==> config.mk <==
export PLATFORM = sky130hd
export DESIGN_NAME = instr_encoder
export DESIGN_NICKNAME = d
export VERILOG_FILES = /design/src/rtl/instr_encoder.sv
export SDC_FILE = /design/constraint.sdc
export NUM_CORES = 1
export LEC_CHECK = 0
export BUFFER_PORTS_ARGS = -buffer_cell sky130_fd_sc_hd__buf_2
export CAP_MARGIN = 20
export CORE_MARGIN = 5
export CORE_UTILIZATION = 57
export DETAILED_ROUTE_END_ITERATION = 16
export GPL_TIMING_DRIVEN = 1
export PLACE_DENSITY = 0.84
export RECOVER_POWER = 100
export SETUP_SLACK_MARGIN = 0.15
export SYNTH_ARGS = -nofsm -noshare
export SYNTH_HDL_FRONTEND = slang
export SYNTH_SLANG_ARGS = --single-unit
==> constraint.sdc <==
create_clock -name clk -period 2.8 [get_ports clk]
set_clock_uncertainty 0.05 [all_clocks]
set_input_delay 0.14 -clock clk [delete_from_list [all_inputs] [get_ports clk]]
set_output_delay 0.14 -clock clk [all_outputs]
set_load 0.01 [all_outputs]
==> src/rtl/instr_encoder.sv <==
// DLX instruction encoder feeding a DEPTH-entry output FIFO.
// Define ENC_RANGE_CHECK_EN to flag immediates that do not fit their field.
module instr_encoder #(
  parameter int DEPTH = 4
) (
  input  logic        clk,
  input  logic        reset_n,
  input  logic        flush,
  input  logic        in_valid,
  output logic        in_ready,
  input  logic [3:0]  in_cls,
  input  logic [3:0]  in_I,
  input  logic [4:0]  in_rs1,
  input  logic [4:0]  in_rs2,
  input  logic [4:0]  in_rd,
  input  logic [31:0] in_imm,
  output logic        out_valid,
  input  logic        out_ready,
  output logic [31:0] out_instr,
  output logic        out_err,
  output logic [2:0]  level
);
  localparam int AW = $clog2(DEPTH);
  localparam logic [AW:0] FULL = (AW+1)'(DEPTH);

  logic [5:0]  alu_funct, alu_op;
  logic        alu_ok, alu_signed;
  logic [31:0] enc_word;
  logic        enc_bad, enc_err;
  logic        imm_used, imm_signed, imm_wide;

  always_comb begin
    alu_funct  = 6'h00;
    alu_op     = 6'h00;
    alu_ok     = 1'b1;
    alu_signed = 1'b0;
    case (in_I)
      4'd1:  begin alu_funct = 6'h20; alu_op = 6'h08; alu_signed = 1'b1; end
      4'd2:  begin alu_funct = 6'h22; alu_op = 6'h0A; alu_signed = 1'b1; end
      4'd3:  begin alu_funct = 6'h24; alu_op = 6'h0C; end
      4'd4:  begin alu_funct = 6'h25; alu_op = 6'h0D; end
      4'd5:  begin alu_funct = 6'h26; alu_op = 6'h0E; end
      4'd6:  begin alu_funct = 6'h04; alu_op = 6'h14; end
      4'd7:  begin alu_funct = 6'h06; alu_op = 6'h16; end
      4'd10: begin alu_funct = 6'h28; alu_op = 6'h18; alu_signed = 1'b1; end
      4'd11: begin alu_funct = 6'h2C; alu_op = 6'h1C; alu_signed = 1'b1; end
      4'd12: begin alu_funct = 6'h2A; alu_op = 6'h1A; alu_signed = 1'b1; end
      4'd13: begin alu_funct = 6'h29; alu_op = 6'h19; alu_signed = 1'b1; end
      4'd14: begin alu_funct = 6'h07; alu_op = 6'h17; end
      default: alu_ok = 1'b0;
    endcase
  end

  always_comb begin
    enc_word   = 32'h0;
    enc_bad    = 1'b0;
    imm_used   = 1'b0;
    imm_signed = 1'b0;
    imm_wide   = 1'b0;
    case (in_cls)
      4'd0: begin
        enc_word = {6'h00, in_rs1, in_rs2, in_rd, 5'h00, alu_funct};
        enc_bad  = !alu_ok;
      end
      4'd1: begin
        enc_word   = {alu_op, in_rs1, in_rd, in_imm[15:0]};
        enc_bad    = !alu_ok;
        imm_used   = 1'b1;
        imm_signed = alu_signed;
      end
      4'd2: begin
        enc_word = {6'h23, in_rs1, in_rd, in_imm[15:0]};
        imm_used = 1'b1; imm_signed = 1'b1;
      end
      4'd3: begin
        enc_word = {6'h2B, in_rs1, in_rs2, in_imm[15:0]};
        imm_used = 1'b1; imm_signed = 1'b1;
      end
      4'd4, 4'd5: begin
        enc_word = {5'b00010, in_cls[0], in_rs1, 5'h00, in_imm[15:0]};
        imm_used = 1'b1; imm_signed = 1'b1;
      end
      4'd6, 4'd7: begin
        enc_word = {5'b00001, in_cls[0], in_imm[25:0]};
        imm_used = 1'b1; imm_signed = 1'b1; imm_wide = 1'b1;
      end
      4'd8, 4'd9: enc_word = {5'b01001, in_cls[0], in_rs1, 21'h0};
      4'd10: begin
        enc_word = {6'h0F, 5'h00, in_rd, in_imm[15:0]};
        imm_used = 1'b1;
      end
      default: enc_bad = 1'b1;
    endcase
  end

`ifdef ENC_RANGE_CHECK_EN
  logic range_bad;
  always_comb begin
    range_bad = 1'b0;
    if (imm_used) begin
      if (!imm_signed)
        range_bad = |in_imm[31:16];
      else if (imm_wide)
        range_bad = in_imm[31:25] != {7{in_imm[25]}};
      else
        range_bad = in_imm[31:15] != {17{in_imm[15]}};
    end
  end
  assign enc_err = enc_bad | range_bad;
`else
  logic unused_range;
  assign unused_range = ^{imm_used, imm_signed, imm_wide, in_imm[31:26]};
  assign enc_err = enc_bad;
`endif

  logic [31:0]    mem_word [DEPTH];
  logic [DEPTH-1:0] mem_err;
  logic [AW-1:0]  wr_ptr, rd_ptr;
  logic [AW:0]    count;
  logic           push, pop;

  // Reset gates in_ready directly so nothing is accepted while it is held.
  assign in_ready  = reset_n && (count < FULL) && !flush;
  assign out_valid = (count != '0);
  assign push      = in_valid && in_ready;
  assign pop       = out_valid && out_ready;
  assign out_instr = out_valid ? mem_word[rd_ptr] : 32'h0;
  assign out_err   = out_valid && mem_err[rd_ptr];
  assign level     = 3'(count);

  always_ff @(posedge clk or negedge reset_n) begin
    if (!reset_n) begin
      wr_ptr <= '0;
      rd_ptr <= '0;
      count  <= '0;
    end else if (flush) begin
      wr_ptr <= '0;
      rd_ptr <= '0;
      count  <= '0;
    end else begin
      if (push) wr_ptr <= wr_ptr + 1'b1;
      if (pop)  rd_ptr <= rd_ptr + 1'b1;
      count <= count + {{AW{1'b0}}, push} - {{AW{1'b0}}, pop};
    end
  end

  // Storage needs no reset: entries are only visible once counted in.
  always_ff @(posedge clk) begin
    if (push) begin
      mem_word[wr_ptr] <= enc_err ? 32'h0 : enc_word;
      mem_err[wr_ptr]  <= enc_err;
    end
  end
endmodule
Word level (Yosys, flattened, before mapping)
Memory sizes are Yosys's and may differ from the RTL's.
Cells that the tools add are included.

word-level totals
  register bits = 11
  RAM bits = 128
  input port bits = 60
  logic and storage cells = 72
  memories = 1

operators by class
  $add $sub $neg = 4
  $lt $le $gt $ge = 4
  eq/ne operators = 22
  mux-type cells = 19
  reductions and logical operators = 18

memory list
  memory    depth  bits a word  rd ports  clocked after Yosys merged registers in  wr ports  RTL line  source
  mem_word  4      32           1         0                                        1         116       logic [31:0] mem_word [DEPTH];

operator list
  operator                                            number
  one-hot mux 32 bit (8 select lines)                 1
  one-hot mux 6 bit (12 select lines)                 1
  two-way mux 32 bit                                  2
  one-hot mux 5 bit (12 select lines)                 1
  == test 4 x 3 -> 1 bit, second input constant       8
  == test 4 bit, second input constant                8
  == test 4 x 2 -> 1 bit, second input constant       4
  OR reduction 12 bit                                 1
  OR reduction 9 bit                                  1
  == test 4 x 1 -> 1 bit, second input constant       2
  two-way mux 2 bit                                   4
  OR reduction 2 bit                                  4
  logical AND 1 bit                                   6
  < comparator 2 x 3 -> 1 bit, second input constant  2
  two-way mux 1 bit                                   5
  adder 2 x 1 -> 2 bit, second input constant         2
  bitwise mux 4 bit                                   1
  logical NOT 4 bit                                   1
  nonzero test 2 bit                                  2
  adder 3 x 1 -> 3 bit                                1
  < comparator 3 bit, second input constant           1
  two-way mux 3 bit                                   1
  nonzero test 3 bit                                  1
  subtractor 3 x 1 -> 3 bit                           1
  other kinds (5)                                     6

Logic depth before layout (Yosys ltp)
  depth in word-level cells = 7
  depth in mapped cells = 10
  gate-level depth less buffers = 10

Least setup slack after synthesis
Ideal clock, no wire load.

  kind = register to register
  from = reg count[2] (netlist: level[2])
  to = reg count[2] (netlist: level[2])
  arrival time = 2.301 ns
  path slack = 0.331 ns
  cell stages (with the launch flop) = 11
  clock period less this slack = 2.469 ns
  path through = dfrtp_1 -> nor3b_1 -> and2_1 -> inv_1 -> ha_1 -> inv_1 -> ha_1 -> inv_1 -> fa_1 -> xnor2_1 -> nor2_1

on the way
  cells in the longest elaborated chain, start to end = 7
  elaborated cells on any way between the ends = 9
  classes of those cells = add/sub (2); order compare (1); mux (1); reduce/logical (5)

RTL lines
  item                             RTL line  source
  start: declaration               119       logic [AW:0] count;
  start signal: assignment         143       count <= count + {{AW{1'b0}}, push} - {{AW{1'b0}}, pop};
  < comparator 3 bit               123       assign in_ready = reset_n && (count < FULL) && !flush;
  logical AND 1 bit (2 in series)  123
  net in_ready                     10        output logic in_ready,
  logical AND 1 bit                125       assign push = in_valid && in_ready;
  adder 3 x 1 -> 3 bit             143
  subtractor 3 x 1 -> 3 bit        143
  two-way mux 3 bit                136       end else if (flush) begin

The timed path passes the listed nets, and every way through them passes these cells.
A chain may end at the register's enable or synchronous reset.

Worst setup path after layout
  from = reg rd_ptr[0]
  to = out out_instr[29]

on the way
  cells in the longest elaborated chain, start to end = 2

RTL lines
  item                      RTL line  source
  start: declaration        118       logic [AW-1:0] wr_ptr, rd_ptr;
  start signal: assignment  142       if (pop) rd_ptr <= rd_ptr + 1'b1;
  memory (4 x 32 bit)       --
  two-way mux 32 bit        127       assign out_instr = out_valid ? mem_word[rd_ptr] : 32'h0;
  end: declaration          19        output logic [31:0] out_instr,

No other way between the ends.

==> impl_results.md <==
- Commonest non-fill, non-tap cell in the layout: edfxtp_1
- Crit-path cells: buf_12 > mux4_2 > and2_0 > buf_2
- Number of synthesized flops with an enable pin: 132
- CP max stage cell: dfrtp_2
- Grt ovf: 0
- Slew @ Worst Pin: 1100 ps
- Clk pwr share: 34.1%
- Buf/Inv on CP: 2
- Largest area contributor in the netlist: edfxtp_1
- H-tree depth reported by CTS: 4
- NumNets Final: 557
- R2r startpoint: level[2]
- Fillers: 728
- Routed WL: 13.1 mm
- Dpl hpwl: 8.02 mm
- Vias in the first global route: 3,906
- Die Ht: 115 um
- Post-CTS Setup Repair Bufs: 0
- Initial antenna violation count: 0
- CP max stage delay: 650 ps
- Clock sink count: 139
- Critical Path Stages: 4
- Yosys top cell area share: 63.4%
- Clock root buffer: clkbuf_8
- Max FO, Critical Path: 24
- Max-cap violations: 0
- Seq/Total Area, Yosys: 66.2%
- Via Count: 3,840
- Hold path startpoint: in_imm[22]
- Setup TNS: 0 ps
- Syn Inst Count: 387
- Via density: 5.99
- Slew Limit Headroom: 26.8%
- Die footprint: 13,200 sq um
- Clock-pin slew on the worst setup and hold paths: 60 ps
- Netlist Area Pre-Place: 6260 sq um
- Worst EP required: 2610 ps
- Setup violators final: 0
- Cts bufs inserted: 17
- Startpoint Class: flop
- Layout area overhead: 18.4%
- Syn avg cell area: 16.2 sq um
- Initial Utilization: 58.0%
- Synth unique cells: 44
- Residual DRC count: 0
- Switching share of power: 28.0%
- Peak VDD IR: 0.585 mV
- N_diodes: 0
- Final Hold Viols: 0
- Lkg Pwr: 2.60 nW
- Period minus WS final: 2540 ps
- Max Freq: 394 MHz
- RD Place Congestion: 0.805
- Final ANT Viol Nets: 0
- Pin count of the biggest net entering global routing: 36
- Hold Path Sink: mem_word[2][22]
- Main area contributors after synthesis: edfxtp_1 (63%), mux4_2 (12%), and2_1 (3.5%)
- Reg2Reg Depth: 11
- CP Class: flop to primary output
- Slew Limit Fails: 0
- Overall power: 6.15 mW
- Pwr/cell area: 831 nW/um^2
- Sequential share of power: 40.0%
- Share of cells above drive strength 1: 29.3%
- CP endpoint kind: primary output
- WP data arrival: 2350 ps
- Cell Rows: 38
- Worst-skew pair later-pin latency: 520 ps
- FF+latch count, synth: 139
- RSZ-0062 raised after global routing: no
- PortBufs: 91
- Post-Syn Nets: 454
- First-pass GRT wire length: 20.6 mm
- Drt first pass iters: 4
- Sw Pwr: 1.72 mW
- Ys flop type: edfxtp_1
- Hold Crit Class: input pin to flop
- Setup slack, reg-to-reg: 330 ps
- Die Width: 115 um
- Core area: 10,800 sq um
- Outcome: completed
- Worst R2R End: level[2]
- Combinational share of power: 25.9%
- GRT Total Usage: 21.2%
- Routed len/inst: 20.5 um
- Synth async-reset ratio: 5.04%
- Synth warnings: 0
- Longest Clk Path Bufs: 2
- Commonest cells after routing, fill and taps aside: edfxtp_1 (132), buf_2 (69), nor2_1 (35), mux4_2 (33), clkbuf_1 (27)
- Initial drt markers: 200
- Worst hold path depth: 3
- Tcrit/Tclk final: 90.6%
- CTS tree: built
- # IOs: 98
- Pint: 4.43 mW
- Top delay family on crit path: flip-flops
==> tightest hold or removal path, stage by stage <==
cell,delay [ps]
buf_2,80
a22oi_1,50
nor2_1,180
==> state kept, by name (all words and copies together) (netlist names) <==
name	count
rd_ptr	2
mem_word	128
mem_err	4
level	3
wr_ptr	2
==> layout make-up <==
type	count	area, sq um	area share, %
Sequential cell	139	4140	55.9
Multi-Input combinational cell	213	1900	25.7
Timing Repair Buffer	112	614	8.29
Tap cell	140	175	2.36
Clock inverter	11	129	1.74
Inverter	7	26.3	0.355
Clock buffer	19	422	5.69
==> kinds of logic after synthesis <==
logic type / Yosys count / synth area share (%)
flip-flops: 139 / 66.2
AND/OR/NAND/NOR: 118 / 11.0
AO/OA/AOI/OAI: 48 / 5.28
buffers and inverters: 35 / 3.18
multiplexers: 33 / 11.9
XOR/XNOR: 7 / 0.980
adder cells (fa/ha/maj): 7 / 1.52
==> synth_stat cells (3+ instances only) <==
cell / number
nor2_1: 34
o21ai_0: 6
a22oi_1: 12
and2_1: 35
xnor2_1: 3
a31oi_1: 5
xor2_1: 4
buf_6: 7
and3_1: 4
o31ai_1: 3
inv_1: 7
buf_2: 6
nand4b_1: 6
or4b_2: 5
edfxtp_1: 132
dfrtp_1: 7
a21oi_1: 12
a21o_1: 3
a32oi_1: 3
mux4_2: 33
clkbuf_1: 12
nand2_1: 9
nand3_1: 7
ha_1: 6
==> through the flow <==
step                      instances  setup WS, ps  area [sq um]  hold WS, ps  utilization, %
after floorplan                 387           331          6260         -206               -
after global placement          600           547          6820        -70.6            63.2
after detailed placement        600           430          6820        -63.5            63.2
after CTS                       641           209          7480         10.2            69.3
after global routing            641           116          7410         51.7            68.6
final                           641           263          7410         36.3            68.6
==> what timing repair did <==
item,4_1_cts,5_1_grt
hold buffers,11,0
endpoints found under the hold margin,38,0
endpoints found under the setup margin,0,2
resized for setup,0,1
==> worst max path at each step <==
stage                         end  slack, ps      start
finish              out_instr[29]        260  rd_ptr[0]
global route        out_instr[29]        120  rd_ptr[0]
CTS                 out_instr[15]        210  rd_ptr[0]
detailed placement       level[2]        430   level[1]
global placement         level[2]        550   level[1]
floorplan                level[2]        330   level[2]
==> routing by layer <==
metal | track usage [%] | part of all wire [%] | routed length (um) | up-vias
met2 | 35.3 | 52 | 6780 | 175
li1 | - | - | - | 1719
met3 | 5.16 | 7.1 | 929 | 26
met1 | 27.1 | 39 | 5090 | 1920
met4 | 9.00 | 2.5 | 323 | 0
met5 | 0 | 0 | 0 | -
==> power by group through the flow <==
stage	logic (mW)	clock network, mW	registers [mW]
2_1_floorplan	1.12	0	2.44
3_3_place_gp	1.63	0	2.49
3_5_place_dp	1.66	0	2.50
6_report	1.60	2.10	2.46
5_1_grt	1.75	2.21	2.47
4_1_cts	1.69	2.12	2.46
No activity file was read; power rests on OpenSTA's default activity.
